<file path="src/rtl/tile_pkg.sv">
// Shared definitions for the four-lane tile game.
//   game_state_e : encoding of the game_state output (title / play / over)
//   LANES        : number of lanes (width of the one-hot lane mask)
//   *_DEF        : default screen and tile geometry
//   lane_onehot  : converts a 2-bit lane index into a one-hot lane mask
package tile_pkg;

    localparam int LANES        = 4;
    localparam int SCREEN_H_DEF = 480;
    localparam int TILE_H_DEF   = 100;

    typedef enum logic [1:0] {
        GS_TITLE = 2'd0,
        GS_PLAY  = 2'd1,
        GS_OVER  = 2'd2
    } game_state_e;

    function automatic logic [LANES-1:0] lane_onehot(input logic [1:0] sel);
        return LANES'(1) << sel;
    endfunction

endpackage

</file>
<file path="src/rtl/lane_lfsr.sv">
// 8-bit Galois LFSR, polynomial x^8+x^6+x^5+x^4+1, used to pick spawn lanes.
//   clk_d : clock
//   rst   : synchronous active-high reset, loads SEED (must be non-zero)
//   en    : advance one step this cycle
//   lfsr  : current register value
module lane_lfsr #(
    parameter logic [7:0] SEED = 8'hA5
) (
    input  logic       clk_d,
    input  logic       rst,
    input  logic       en,
    output logic [7:0] lfsr
);

    logic [7:0] lfsr_q;
    logic [7:0] lfsr_d;

    // Right-shifting Galois form: the bit falling out of bit 0 is fed back
    // into the tap positions of x^8, x^6, x^5, x^4 (mask 8'hB8).
    always_comb begin
        lfsr_d = lfsr_q;
        if (en) begin
            lfsr_d = {1'b0, lfsr_q[7:1]} ^ (lfsr_q[0] ? 8'hB8 : 8'h00);
        end
    end

    always_ff @(posedge clk_d) begin
        if (rst) lfsr_q <= SEED;
        else     lfsr_q <= lfsr_d;
    end

    assign lfsr = lfsr_q;

endmodule

</file>
<file path="src/rtl/tile_scheduler.sv">
// Game sequencer: owns title/play/over state, spawns and moves the single
// active tile, judges lane buttons and keeps score.
//   clk_d, rst            : clock, synchronous active-high reset
//   frame_tick            : one pulse per frame (start of vblank)
//   start_button          : start level (synchronised)
//   button_1..button_4    : lane button levels (synchronised)
//   game_state            : 0 title, 1 play, 2 over
//   state                 : one-hot lane mask of active tile, 0 if none
//   tile_top              : top line of active tile
//   tile_hit              : active tile has been hit (drawn cleared)
//   st_chng               : one-cycle pulse on spawn
//   score                 : hit count, saturating at 1023
module tile_scheduler
    import tile_pkg::*;
#(
    parameter int         SCREEN_H   = SCREEN_H_DEF,
    parameter int         TILE_H     = TILE_H_DEF,
    parameter int         SPEED_INIT = 1,
    parameter int         SPEED_MAX  = 8,
    parameter int         LEVEL_PTS  = 8,
    parameter logic [7:0] LFSR_SEED  = 8'hA5
) (
    input  logic       clk_d,
    input  logic       rst,
    input  logic       frame_tick,
    input  logic       start_button,
    input  logic       button_1,
    input  logic       button_2,
    input  logic       button_3,
    input  logic       button_4,
    output logic [1:0] game_state,
    output logic [3:0] state,
    output logic [9:0] tile_top,
    output logic       tile_hit,
    output logic       st_chng,
    output logic [9:0] score
);

    // Bit 0 is start, bits 4:1 are lanes 1..4 so lane bits line up with state.
    logic [4:0] btn_now, btn_q, btn_d, rise;
    logic [3:0] lane_rise;

    game_state_e gs_q, gs_d;
    logic [3:0]  state_q, state_d;
    logic [9:0]  top_q, top_d;
    logic        hit_q, hit_d;
    logic        chg_q, chg_d;
    logic [9:0]  score_q, score_d;
    logic [9:0]  speed_q, speed_d;
    logic [9:0]  lvl_q, lvl_d;

    logic [7:0]  lfsr;
    logic        lfsr_unused;
    logic        active, lane_good, lane_bad;
    logic [10:0] move_bottom;

    lane_lfsr #(.SEED(LFSR_SEED)) u_lfsr (
        .clk_d (clk_d),
        .rst   (rst),
        .en    (1'b1),
        .lfsr  (lfsr)
    );

    // Only the low two bits choose the lane.
    assign lfsr_unused = ^lfsr[7:2];

    assign btn_now   = {button_4, button_3, button_2, button_1, start_button};
    assign btn_d     = btn_now;
    assign rise      = btn_now & ~btn_q;
    assign lane_rise = rise[4:1];

    assign active    = (state_q != 4'd0) && !hit_q;
    // Any non-matching lane rising is fatal, even alongside the matching one.
    assign lane_good = active && (lane_rise != 4'd0) && (lane_rise == state_q);
    assign lane_bad  = active && (lane_rise != 4'd0) && (lane_rise != state_q);
    // Bottom edge after a move, widened so the overflow compare is exact.
    assign move_bottom = {1'b0, top_q} + {1'b0, speed_q} + 11'(TILE_H);

    always_comb begin
        gs_d    = gs_q;
        state_d = state_q;
        top_d   = top_q;
        hit_d   = hit_q;
        chg_d   = 1'b0;
        score_d = score_q;
        speed_d = speed_q;
        lvl_d   = lvl_q;

        unique case (gs_q)
            GS_TITLE: begin
                if (rise[0]) begin
                    gs_d    = GS_PLAY;
                    score_d = 10'd0;
                    speed_d = 10'(SPEED_INIT);
                    lvl_d   = 10'd0;
                    state_d = 4'd0;
                    hit_d   = 1'b0;
                end
            end
            GS_PLAY: begin
                if (lane_bad) begin
                    gs_d = GS_OVER;
                end else begin
                    if (lane_good) begin
                        hit_d = 1'b1;
                        if (score_q != 10'd1023) score_d = score_q + 10'd1;
                        if (lvl_q + 10'd1 == 10'(LEVEL_PTS)) begin
                            lvl_d   = 10'd0;
                            speed_d = (speed_q < 10'(SPEED_MAX)) ? speed_q + 10'd1
                                                                 : 10'(SPEED_MAX);
                        end else begin
                            lvl_d = lvl_q + 10'd1;
                        end
                    end
                    if (frame_tick) begin
                        if (!active) begin
                            state_d = lane_onehot(lfsr[1:0]);
                            top_d   = 10'd0;
                            hit_d   = 1'b0;
                            chg_d   = 1'b1;
                        end else if (!lane_good) begin
                            // A hit in the same cycle freezes the tile instead.
                            if (move_bottom > 11'(SCREEN_H)) gs_d  = GS_OVER;
                            else                             top_d = top_q + speed_q;
                        end
                    end
                end
            end
            GS_OVER: begin
                if (button_1 && button_2) gs_d = GS_TITLE;
            end
            default: gs_d = GS_TITLE;
        endcase
    end

    always_ff @(posedge clk_d) begin
        if (rst) begin
            btn_q   <= '0;
            gs_q    <= GS_TITLE;
            state_q <= '0;
            top_q   <= '0;
            hit_q   <= 1'b0;
            chg_q   <= 1'b0;
            score_q <= '0;
            speed_q <= 10'(SPEED_INIT);
            lvl_q   <= '0;
        end else begin
            btn_q   <= btn_d;
            gs_q    <= gs_d;
            state_q <= state_d;
            top_q   <= top_d;
            hit_q   <= hit_d;
            chg_q   <= chg_d;
            score_q <= score_d;
            speed_q <= speed_d;
            lvl_q   <= lvl_d;
        end
    end

    assign game_state = gs_q;
    assign state      = state_q;
    assign tile_top   = top_q;
    assign tile_hit   = hit_q;
    assign st_chng    = chg_q;
    assign score      = score_q;

endmodule

</file>
<file path="config.mk">
export PLATFORM = sky130hd
export DESIGN_NAME = tile_scheduler
export DESIGN_NICKNAME = d
export VERILOG_FILES = /design/src/rtl/tile_pkg.sv /design/src/rtl/lane_lfsr.sv /design/src/rtl/tile_scheduler.sv
export SDC_FILE = /design/constraint.sdc
export NUM_CORES = 1
export LEC_CHECK = 0
export ABC_AREA = 1
export BUFFER_PORTS_ARGS = -buffer_cell sky130_fd_sc_hd__buf_2
export CORE_MARGIN = 8
export CORE_UTILIZATION = 40
export CTS_CLUSTER_SIZE = 28
export DETAILED_ROUTE_END_ITERATION = 10
export GPL_TIMING_DRIVEN = 1
export SYNTH_ARGS = -nofsm -noshare
export SYNTH_HDL_FRONTEND = slang
export SYNTH_SLANG_ARGS = --single-unit
</file>
<file path="constraint.sdc">
create_clock -name clk_d -period 2.9 [get_ports clk_d]
set_input_delay 0.58 -clock clk_d [delete_from_list [all_inputs] [get_ports clk_d]]
set_output_delay 0.58 -clock clk_d [all_outputs]
set_load 0.02 [all_outputs]
</file>
==> results by stage, run 1 <==
Hold path:
- The worst hold path was traced through 2 stages.
- The worst hold path begins at u_lfsr.lfsr[7].
- The kind of path behind the tightest hold check is reg2reg.
- The capture endpoint of the worst hold path is u_lfsr.lfsr[6].

Setup path:
- Counting cells, the worst reg-to-reg path comes to 15.
- The cell at the slowest stage of the critical path is sky130_fd_sc_hd__dfxtp_1.
- The startpoint of the worst register-to-register path is tile_top[6].
- The endpoint identified for the worst register-to-register timing path is tile_top[4].
- The launch point of the worst path is tile_top[6].
- The critical path is of the reg2reg type.
- The library cell appearing most often on the critical path is sky130_fd_sc_hd__nand2_1.
- The worst endpoint required time is 3140 ps.
- The data arrival time of the critical path is approximately 3000 ps.
- The endpoint class of the critical path is a flip-flop.
- The sort of element at the start of the critical path is a flip-flop.
- The signal on the critical path passes through inv_1 > ha_1 > inv_1 > ha_1 > nand2_1 > nand2_1 > a311oi_1 > nand2_1 > nand2_1 > nand2_2 > nand3_2 > nand2_8 > buf_4 > a21oi_2 > nor2_2.
- The reg-to-reg setup timing slack is 210 ps.
- Along the worst path, the maximum fanout reaches 16.
- On the worst path, the slowest cell contributes a delay of about 400 ps.

Synth:
- In this run, synthesis inferred 0 flip-flops with an integrated enable.
- The area share of xor/xnor cells in the synthesized design is 0.0349.
- The share of synthesized area in the top cell type comes to 0.305.
- The post-synthesis share of cell area spent on and, or, nand and nor gates is 0.315.
- Among all cell types in the netlist, the one instantiated most often is sky130_fd_sc_hd__nand2_1.
- The proportion of register bits with asynchronous set or reset after synthesis is 0.
- The register area share after synthesis is 0.305.
- Counting flops and latches in the post-synthesis netlist gives 61.
- During synthesis, Yosys emitted a total of 0 warnings.
- Synthesis handed over a netlist of between 500 and 600 instances.
- The combinational family with the most area after synthesis is simple AND/OR/NAND/NOR gates.
- After synthesis, the most frequently instantiated cells are 107 x sky130_fd_sc_hd__nand2_1, 82 x sky130_fd_sc_hd__inv_1, 61 x sky130_fd_sc_hd__dfxtp_1, 57 x sky130_fd_sc_hd__nor2_1, 41 x sky130_fd_sc_hd__nand3_1.
- The dominant cell type by area after synthesis is sky130_fd_sc_hd__dfxtp_1.
- Averaged over all synthesized cells, the footprint is approximately 7.2 um^2.
- The compound-gate portion of the synthesized area is 0.136.
- The post-synth design cell area is between 4000 and 5000 um^2.
- The distinct cell type count after synthesis is 48.
- For this run, the leading register cell type out of synthesis is sky130_fd_sc_hd__dfxtp_1.
- The share of synthesized area spent on multiplexers is 0.
- Synthesis produced a netlist with a net count of 593.
- The arithmetic-cell share of the synthesized area counting full adders, half adders and majority gates is 0.103.
- After synthesis, the cell types taking the most area are sky130_fd_sc_hd__dfxtp_1 30%, sky130_fd_sc_hd__nand2_1 10%, sky130_fd_sc_hd__ha_1 7.8%.

Timing:
- For this run, the top clock speed supported by timing is 372 MHz.
- For the pin with the worst max-slew slack, the measured transition is between 600 and 700 ps.
- Setup repair after global routing left no endpoint under its margin.
- The final setup violation count is 0.
- The max-slew violation total from the final report is 0.
- The worst path meets setup with approximately 210 ps of slack.
- Of the available clock period, the critical path in the final layout requires 0.927.
- The number of hold-slack violations in the final timing report is 0.
- Measured against its own limit, the worst slew margin works out to 0.535.
- The shortest clock period the worst path allows after layout is about 2700 ps.
- The post-route clock skew is 12.0 ps.
- The setup total negative slack is 0 ps.

Pwr:
- The static leakage is 2.12 nW.
- The part of the power in the clock network is 0.199.
- The internal power is a little over 2 mW.
- The switching part of the total power is 0.463.
- The net load switching power is between 1.5 and 2 mW.
- The sequential group share of total power is 0.294.
- The share of power burned in combinational logic is 0.507.
- The power density normalized to cell area is about 850 nW/um^2.
- The worst-case IR drop observed on VDD is approximately 0.34 mV.

Floorplanning:
- The number of primary I/O pins is 36.
- The die is around 120 um tall.
- The initialized floorplan defines 36 standard-cell rows.
- The initial core utilization is 0.410.
- The horizontal die dimension is between 100 and 150 um.
- In this run the standard cell core region covers slightly below 10000 um^2.
- The full die area is 13500 um^2.

Final layout:
- The area of all sequential standard cells is about 1200 um^2.
- The area growth from synthesis to layout is 13.1%.
- The finished layout holds around 740 standard cells, fillers aside.
- The layout has around 1000 filler cells.
- The final layout contains 635 nets.
- The fraction of layout cells with a size suffix above 1 is 0.201.
- The area of the multi-input gates is roughly 2400 um^2.
- The diode insertion count for antenna repair is 0.

Place:
- The final HPWL from detailed placement is about 7300 um.
- The setup slack after placement is 109 ps.
- The congestion estimate from routability-driven global placement came to 0.840.
- Input and output buffers added on the ports amount to 35.
- In this run, placement finished with an instance count of roughly 720.

GRT:
- Entering global routing, the biggest net connects 27 pins.
- The overall global routing resource usage is 0.146.
- The number of global-route vias before repair is roughly 3500.
- The total congestion overflow after global routing is 0.
- The first-pass GRT wire length is around 16000 um.
- The number of antenna violations at the first check in global routing is 0.

Clock network:
- The clock insertion delay at the later pin of the skew report is ~340 ps.
- The maximum root-to-sink buffer count is 2.
- CTS placed an instance of sky130_fd_sc_hd__clkbuf_8 at the clock tree root.
- The total clock buffers created by CTS is 9.
- The total number of clock tree sinks is 61.
- The number of hold buffers added after CTS is 0.
- The H-tree depth is 3.
- TritonCTS built the clock tree.
- The register clock-pin slew on the reported worst setup and hold paths is around 70 ps.

Run status:
- The flow ran to the end, and the final reports show no timing, DRC or antenna violations.

Drt:
- In this run, the number of DRC markers left after iteration 0 of detailed routing was roughly 180.
- The detailed-routing iteration count for the pre-antenna-repair pass is 4.
- After detailed routing, the average wire length per cell comes to roughly 13 um.
- Dividing the detail-routed via count by the number of cells gives between 4 and 5.
- The number of vias after detailed routing is 3610.
- After detailed routing, the number of remaining DRC violations is 0.
- Once detail routing completed, the nets flagged for antenna violations numbered 0.
- After detailed routing, the total wire length is 9380 um.

Job:
- The tool flagged a number of max-cap violations equal to 0.
==> layout make-up <==
type	instances	area share
multi-input combinational	391	0.523
sequential	61	0.270
inverter	93	0.0770
timing repair buffer	41	0.0486
tap	133	0.0367
clock buffer	10	0.0304
clock inverter	6	0.0138
==> cell usage in the layout (no fill, tap or decap), drive strengths merged, types with 10 or more instances in the layout <==
cell type / n
clkbuf: 10
ha: 25
xor2: 13
nor2: 64
a21oi: 40
buf: 41
inv: 92
o21ai: 23
nand2: 118
dfxtp: 61
nand3: 49
nor3: 13
==> worst max-delay path by stage <==
stage | endpoint | slack, ps | cells after the start
final | tile_top[4] | 210 | 15
after detailed placement | tile_top[4] | 110 | 18
after global placement | tile_top[4] | 160 | 18
after CTS | tile_top[4] | 80 | 18
after floorplan | tile_top[4] | 360 | 19
after global routing | tile_top[0] | 10 | 19
==> registers in the layout, indices dropped and copies added, names as in the netlist <==
signal and cells:
lvl_q 10, tile_hit 1, score 10, speed_q 10
game_state 2, u_lfsr.lfsr 8, st_chng 1, state 4
btn_q 5, tile_top 10
==> per-layer routing <==
layer,track usage,vias up,part of all wire
met4,0.0579,0,0.019
met2,0.243,65,0.47
met1,0.184,1647,0.47
met3,0.0253,21,0.037
li1,-,1877,-
met5,0,-,0
==> power by group through the flow <==
stage / Clock (mW) / Combinational [mW] / Sequential, mW
CTS: 0.787 / 1.93 / 1.13
global placement: 0 / 1.88 / 1.14
global route: 0.823 / 2.18 / 1.15
finish: 0.765 / 1.95 / 1.13
floorplan: 0 / 1.42 / 1.21
detailed placement: 0 / 1.93 / 1.15
==> through the flow <==
step / area, um^2 / power [mW] / hold slack [ps] / util
2_1_floorplan: 4010 / 2.62 / 388 / -
3_3_place_gp: 4310 / 3.02 / 390 / 0.441
3_5_place_dp: 4310 / 3.07 / 396 / 0.441
4_1_cts: 4510 / 3.85 / 406 / 0.461
5_1_grt: 4530 / 4.16 / 423 / 0.464
6_report: 4530 / 3.84 / 405 / 0.464
==> worst max-delay path, delay by kind of cell (launching register included) <==
family | cells | cell delay, ps
adders and majority gates | 2 | 720
and+or+nand+nor | 8 | 690
AOI/OAI and AO/OA | 2 | 420
DFF | 1 | 400
buffers and inverters | 3 | 360
==> cell families (layout without fill, tap and decap cells) <==
logic type | Yosys count | in the layout
flops | 61 | 61
fa+ha+maj | 30 | 30
xor+xnor | 16 | 16
buf+inv | 103 | 150
simple gates | 262 | 262
compound gates | 83 | 83
==> what timing repair did <==
item / CTS / global route
resized for setup: 0 / 7
setup endpoints to repair: 0 / 10
hold endpoints to repair: 0 / 0
setup buffers: 0 / 1
No activity file was read; power rests on OpenSTA's default activity.
==> inputs of run 2 (changes only) <==
==> constraint.sdc (replaced) <==
create_clock -name clk_d -period 2.9 [get_ports clk_d]
set_input_delay 0.145 -clock clk_d [delete_from_list [all_inputs] [get_ports clk_d]]
set_output_delay 0.145 -clock clk_d [all_outputs]
set_load 0.02 [all_outputs]
==> results by stage, run 2 (synthesis gave the netlist of run 1 again) <==
Run status:
- Outcome: finished clean (unchanged).

Setup path:
- The endpoint class of the critical path is a flip-flop (unchanged).
- The delay of the slowest cell on the worst path came to 400 ps (about the same).
- The count of cells along the worst register-to-register path came to 15 (unchanged).
- The data arrival time of the critical path is 2940 ps (was 2930 ps).
- The critical path buffer and inverter count came to 3 (unchanged).
- The sort of element at the start of the critical path is a flip-flop (unchanged).
- The maximum fanout along the worst path is 16 (unchanged).
- The launch point of the worst path is tile_top[6] (unchanged).
- The path type of the worst setup path is reg2reg (unchanged).
- The number of cells on the critical path is 15 (unchanged).
- The worst endpoint required time is 3140 ps (about the same).
- The cell at the slowest stage of the critical path is sky130_fd_sc_hd__dfxtp_1 (unchanged).
- The library cell appearing most often on the critical path is sky130_fd_sc_hd__nand2_1 (unchanged).
- The family with the most delay on the worst path is adder cells (unchanged).
- The startpoint of the worst register-to-register path is tile_top[6] (unchanged).
- Ordered list of cells on the worst path: inv_1 > ha_1 > inv_1 > ha_1 > nand2_1 > nand2_1 > a311oi_1 > nand2_1 > nand2_1 > nand2_2 > nand3_2 > nand2_8 > buf_4 > a21oi_2 > nor2_2 (unchanged).

Clock network:
- The total number of clock tree sinks is 61 (unchanged).
- The total clock buffers created by CTS is 9 (unchanged).
- The maximum root-to-sink buffer count is 2 (unchanged).
- The register clock-pin slew on the reported worst setup and hold paths was 80 ps (was 70 ps).
- The clock insertion delay at the later pin of the skew report is 340 ps (about the same).
- The clock tree from TritonCTS is yes (unchanged).
- The post-CTS repair timing setup buffer count is 0 (unchanged).
- The H-tree depth is 3 (unchanged).
- The root buffer cell is sky130_fd_sc_hd__clkbuf_8 (unchanged).

Timing:
- The share of the cycle needed by the critical path after routing came to 0.932 (was 0.927).
- The minimum hold slack is 28.7 ps (was 405 ps).
- The slew of the pin with the lowest slew margin is 705 ps (was 697 ps).
- The final setup violation count was 0 (unchanged).
- The worst relative slew slack was 0.529 (was 0.535).
- The highest clock frequency the design can meet is 370 MHz (was 372 MHz).
- The worst setup margin is 198 ps (was 213 ps).
- The max-slew violation total from the final report is 0 (unchanged).
- The number of hold-slack violations in the final timing report is 0 (unchanged).
- The shortest clock period the worst path allows after layout is 2700 ps (was 2690 ps).
- The setup total negative slack is 0 ps (unchanged).
- RSZ-0062 raised after global routing: false (unchanged).
- The post-route clock skew is 16.4 ps (was 12.0 ps).

Place:
- The number of buffers inserted by port buffering is 35 (unchanged).
- The last weighted congestion value of the routability-driven placer is 0.842 (was 0.840).
- The setup slack after placement was 141 ps (was 109 ps).
- The final HPWL from detailed placement is 7270 um (was 7320 um).

GRT:
- The number of global-route vias before repair is 3528 (was 3466).
- The first-pass GRT wire length is 15900 um (unchanged).
- The peak-usage layer in the global routing report is met2 (unchanged).
- The number of antenna violations at the first check in global routing came to 0 (unchanged).
- The met2 track utilization from global routing is 0.246 (was 0.243).
- The overall global routing resource usage is 0.146 (about the same).
- The total congestion overflow after global routing was 0 (unchanged).
- The routing usage on met1 was 0.178 (was 0.184).
- The maximum number of pins on one net before global-route repair came to 27 (unchanged).
- The met3 demand-to-capacity share in global routing is 0.0274 (was 0.0253).

Pwr:
- The share of power burned in combinational logic is 0.496 (was 0.507).
- The static leakage is 2.11 nW (was 2.12 nW).
- The sequential group share of total power is 0.290 (was 0.294).
- The internal power is 2.12 mW (was 2.06 mW).
- The part of the power in the clock network is 0.214 (was 0.199).
- The highest ir drop seen on vdd was 0.396 mV (was 0.340 mV).
- The net load switching power came to 1.78 mW (about the same).
- The power density normalized to cell area is 857 nW/um^2 (was 847 nW/um^2).
- The switching part of the total power is 0.457 (was 0.463).

Drt:
- The post-detailed-route via-to-cell ratio is 4.91 (about the same).
- The detailed-routing iteration count for the pre-antenna-repair pass was 5 (was 4).
- The final antenna-violating net count was 0 (unchanged).
- The number of vias after detailed routing is 3608 (was 3610).
- The sum of routed wire length over all layers is 9480 um (was 9380 um).
- The DRC violations left is 0 (unchanged).
- The number of violations reported at the end of detailed-routing iteration 0 is 159 (was 181).
- The average wire length per cell after detail routing is 12.9 um (was 12.8 um).

Floorplanning:
- The height of the die was 116 um (unchanged).
- The horizontal die dimension is 116 um (unchanged).
- The number of primary I/O pins is 36 (unchanged).
- The area of the placeable core was 9770 um^2 (unchanged).
- The full die area was 13500 um^2 (unchanged).
- The number of placement rows was 36 (unchanged).
- The initial core utilization is 0.410 (unchanged).

Final layout:
- Commonest cells after routing, fill and taps aside: 107 x sky130_fd_sc_hd__nand2_1, 82 x sky130_fd_sc_hd__inv_1, 58 x sky130_fd_sc_hd__dfxtp_1 (was 107 x sky130_fd_sc_hd__nand2_1, 81 x sky130_fd_sc_hd__inv_1, 58 x sky130_fd_sc_hd__dfxtp_1).
- The number of nets in the layout came to 635 (unchanged).
- The most frequent standard cell in the layout excluding fill and tap cells is sky130_fd_sc_hd__nand2_1 (unchanged).
- The fraction of layout cells with a size suffix above 1 came to 0.196 (was 0.201).
- The relative area change from synthesis to final layout came to 13.7% (was 13.1%).
- The diode insertion count for antenna repair was 0 (unchanged).

Job:
- The max capacitance violation total was 0 (unchanged).

Hold path:
- The kind of path behind the tightest hold check is in2reg (was reg2reg).
- The start point of the worst min-delay path is button_1 (was u_lfsr.lfsr[7]).
- The count of cells along the worst hold path is 3 (was 2).
-- run 2: cell types whose count changed in the layout (fill, tap and decap cells not counted), sizes merged --
cell / before / now
clkinvlp: 0 / 3
dlygate4sd3: 0 / 2
bufinv: 1 / 2
clkinv: 6 / 2
buf: 41 / 39
-- run 2: layout make-up --
cell class | count | area [um^2]
Fill cell | 1016 | 5220
Multi-Input combinational cell | 391 | 2380
Sequential cell | 61 | 1220
Inverter | 93 | 349
Timing Repair Buffer | 41 | 225
Tap cell | 133 | 166
Clock buffer | 10 | 128
Clock inverter | 6 | 87.6
-- run 2: final timing paths --
path              slack (ps)              to
setup / recovery         200     tile_top[4]
hold / removal            30        btn_q[1]
setup reg to reg         200     tile_top[4]
hold reg to reg          410  u_lfsr.lfsr[6]
-- run 2: routing by layer --
layer	up-vias	share of wire	routed length [um]
li1	1876	-	-
met1	1664	0.48	4540
met2	56	0.48	4520
met3	12	0.028	264
met4	0	0.016	156
met5	-	0	0
-- run 2: power groups by stage --
stage	logic, mW	registers [mW]	clock network (mW)
finish	1.94	1.13	0.836
global placement	1.88	1.14	0
CTS	1.92	1.13	0.852
floorplan	1.42	1.21	0
detailed placement	1.91	1.15	0
global route	2.17	1.15	0.892
-- run 2: through the flow --
stage | power [mW] | instances | util | instance area, um^2
2_1_floorplan | 2.62 | 555 | - | 4010
3_3_place_gp | 3.02 | 717 | 0.440 | 4300
3_5_place_dp | 3.06 | 717 | 0.440 | 4300
4_1_cts | 3.90 | 735 | 0.464 | 4540
5_1_grt | 4.22 | 735 | 0.466 | 4560
6_report | 3.90 | 735 | 0.466 | 4560
-- run 2: timing repair --
action                     CTS  global route
resized for setup            0             7
setup endpoints to repair    0            10
hold endpoints to repair     2             0
hold buffers                 2             0
-- run 2: tightest hold or removal path: stages --
cell	delay, ps
sky130_fd_sc_hd__buf_2	110
sky130_fd_sc_hd__inv_1	50
sky130_fd_sc_hd__nor2_1	30
==> inputs of run 3 (changes only) <==
--- a/config.mk
+++ b/config.mk
@@ -12,6 +12,7 @@
 export CTS_CLUSTER_SIZE = 28
 export DETAILED_ROUTE_END_ITERATION = 10
 export GPL_TIMING_DRIVEN = 1
+export PLACE_DENSITY = 0.65
 export SYNTH_ARGS = -nofsm -noshare
 export SYNTH_HDL_FRONTEND = slang
 export SYNTH_SLANG_ARGS = --single-unit
==> results by stage, run 3 (synthesis gave the netlist of run 1 again) <==
Final layout:
- The number of nets in the layout is 635 (unchanged).
- The fraction of layout cells with a size suffix above 1 came to 0.203 (was 0.196).
- The most frequent standard cell in the layout excluding fill and tap cells is sky130_fd_sc_hd__nand2_1 (unchanged).
- Commonest cells after routing, fill and taps aside: 107 x sky130_fd_sc_hd__nand2_1, 81 x sky130_fd_sc_hd__inv_1, 60 x sky130_fd_sc_hd__dfxtp_1 (was 107 x sky130_fd_sc_hd__nand2_1, 82 x sky130_fd_sc_hd__inv_1, 58 x sky130_fd_sc_hd__dfxtp_1).
- The diode insertion count for antenna repair is 0 (unchanged).
- The core utilization of the finished layout is 0.463 (was 0.466).
- The total of fill cells in the finished design is 998 (was 1016).
- The relative area change from synthesis to final layout was 12.8% (was 13.7%).

Drt:
- The final antenna-violating net count is 0 (unchanged).
- The post-detailed-route via-to-cell ratio is 4.90 (was 4.91).
- The sum of routed wire length over all layers is 9450 um (was 9480 um).
- The number of vias after detailed routing is 3601 (was 3608).
- The average wire length per cell after detail routing was 12.9 um (about the same).
- The number of violations reported at the end of detailed-routing iteration 0 is 195 (was 159).
- The DRC violations left is 0 (unchanged).
- The detailed-routing iteration count for the pre-antenna-repair pass is 4 (was 5).

Place:
- The number of buffers inserted by port buffering is 35 (unchanged).
- The last weighted congestion value of the routability-driven placer is 0.946 (was 0.842).
- The final HPWL from detailed placement is 7290 um (was 7270 um).

Floorplanning:
- The number of placement rows is 36 (unchanged).
- The area of the placeable core is 9770 um^2 (unchanged).
- The horizontal die dimension was 116 um (unchanged).
- The full die area is 13500 um^2 (unchanged).
- The number of primary I/O pins is 36 (unchanged).
- The initial core utilization is 0.410 (unchanged).
- The height of the die is 116 um (unchanged).

Hold path:
- The start point of the worst min-delay path is button_4 (was button_1).
- The count of cells along the worst hold path is 3 (unchanged).
- The capture endpoint of the worst hold path is btn_q[4] (was btn_q[1]).
- The kind of path behind the tightest hold check is in2reg (unchanged).

Timing:
- The shortest clock period the worst path allows after layout is 2690 ps (was 2700 ps).
- The max-slew violation total from the final report was 0 (unchanged).
- The minimum hold slack is 19.1 ps (was 28.7 ps).
- The number of hold-slack violations in the final timing report is 0 (unchanged).
- The highest clock frequency the design can meet is 371 MHz (was 370 MHz).
- The share of the cycle needed by the critical path after routing was 0.929 (was 0.932).
- The final setup violation count is 0 (unchanged).
- The worst relative slew slack is 0.473 (was 0.529).
- The post-route clock skew is 11.3 ps (was 16.4 ps).
- The slew of the pin with the lowest slew margin was 788 ps (was 705 ps).

GRT:
- The number of antenna violations at the first check in global routing was 0 (unchanged).
- The total congestion overflow after global routing is 0 (unchanged).
- The number of global-route vias before repair is 3639 (was 3528).
- The maximum number of pins on one net before global-route repair is 27 (unchanged).
- The first-pass GRT wire length is 16300 um (was 15900 um).
- The overall global routing resource usage came to 0.150 (was 0.146).

Pwr:
- The share of power burned in combinational logic came to 0.519 (was 0.496).
- The power density normalized to cell area is 833 nW/um^2 (was 857 nW/um^2).
- The part of the power in the clock network was 0.181 (was 0.214).
- The sequential group share of total power is 0.300 (was 0.290).
- The internal power is 1.98 mW (was 2.12 mW).
- The switching part of the total power is 0.476 (was 0.457).
- The static leakage is 2.10 nW (was 2.11 nW).
- The net load switching power was 1.79 mW (was 1.78 mW).
- The highest ir drop seen on vdd is 0.258 mV (was 0.396 mV).

Setup path:
- The count of cells along the worst register-to-register path is 15 (unchanged).
- The maximum fanout along the worst path is 17 (was 16).
- The sort of element at the start of the critical path is a flip-flop (unchanged).
- The data arrival time of the critical path was 2960 ps (was 2940 ps).
- The endpoint class of the critical path is a flip-flop (unchanged).
- The path type of the worst setup path is reg2reg (unchanged).
- The endpoint of the worst register-to-register path is tile_top[0] (was tile_top[4]).
- The worst endpoint required time is 3170 ps (was 3140 ps).
- The reg-to-reg setup timing slack came to 210 ps (was 200 ps).
- The startpoint of the worst register-to-register path is speed_q[6] (was tile_top[6]).

Clock network:
- The total clock buffers created by CTS is 9 (unchanged).
- The root buffer cell is sky130_fd_sc_hd__clkbuf_8 (unchanged).
- The register clock-pin slew on the reported worst setup and hold paths is 70 ps (was 80 ps).
- The H-tree depth is 3 (unchanged).
- The total number of clock tree sinks came to 61 (unchanged).
- The clock insertion delay at the later pin of the skew report came to 340 ps (about the same).
- The clock tree from TritonCTS was yes (unchanged).
- The maximum root-to-sink buffer count is 2 (unchanged).

Run status:
- Outcome: finished clean (unchanged).

Job:
- The max capacitance violation total was 0 (unchanged).
run 3: power groups by stage:
stage                     Combinational (mW)  Sequential, mW  Clock (mW)
after global routing                    2.22            1.15       0.746
final                                   1.96            1.13       0.682
after global placement                  1.87            1.14           0
after CTS                               1.92            1.13       0.699
after floorplan                         1.42            1.21           0
after detailed placement                1.92            1.15           0
run 3: what timing repair did:
action,4_1_cts,5_1_grt
resized for setup,0,8
hold buffers,0,0
endpoints found under the setup margin,0,10
setup buffers,0,2
run 3: area by class of cell:
cell class / count / area [um^2] / area share
Sequential cell: 61 / 1220 / 0.270
Clock buffer: 10 / 138 / 0.0304
Multi-Input combinational cell: 391 / 2390 / 0.528
Clock inverter: 6 / 38.8 / 0.00858
Tap cell: 133 / 166 / 0.0368
Timing Repair Buffer: 41 / 220 / 0.0487
Inverter: 93 / 349 / 0.0772
run 3: per-stage QoR:
stage	setup slack, ps	area (um^2)	instances	total power [mW]	setup TNS [ps]
2_1_floorplan	364	4010	555	2.62	0
3_3_place_gp	135	4300	717	3.01	0
3_5_place_dp	147	4300	717	3.06	0
4_1_cts	131	4480	733	3.75	0
5_1_grt	-35.4	4520	735	4.12	-35.4
6_report	206	4520	735	3.77	0
run 3: routing by layer:
layer,up-vias,track usage,wire length [um]
li1,1882,-,-
met5,-,0,0
met4,0,0.0570,165
met2,64,0.263,4570
met1,1640,0.167,4220
met3,15,0.0450,502
run 3: worst max-delay path, cell delays in order (launching register included):
cell	delay (ps)
sky130_fd_sc_hd__dfxtp_1	360
sky130_fd_sc_hd__inv_1	100
sky130_fd_sc_hd__ha_1	360
sky130_fd_sc_hd__inv_1	100
sky130_fd_sc_hd__ha_1	360
sky130_fd_sc_hd__nand2_1	110
sky130_fd_sc_hd__nand2_1	110
sky130_fd_sc_hd__a311oi_2	270
sky130_fd_sc_hd__nand3b_1	140
sky130_fd_sc_hd__nand2_2	100
sky130_fd_sc_hd__nand3_2	130
sky130_fd_sc_hd__nand2_8	170
sky130_fd_sc_hd__nand2_1	90
sky130_fd_sc_hd__nand2_1	90
sky130_fd_sc_hd__nand2_1	50
sky130_fd_sc_hd__nor2_1	100
run 3: worst max path at each step:
| stage | from | to | cells after the start |
|---|---|---|---|
| after floorplan | tile_top[1] | tile_top[4] | 19 |
| after global placement | tile_top[3] | tile_top[0] | 18 |
| after detailed placement | tile_top[3] | tile_top[0] | 18 |
| after CTS | tile_top[6] | tile_top[0] | 15 |
| after global routing | speed_q[6] | tile_top[0] | 15 |
| final | speed_q[6] | tile_top[0] | 15 |
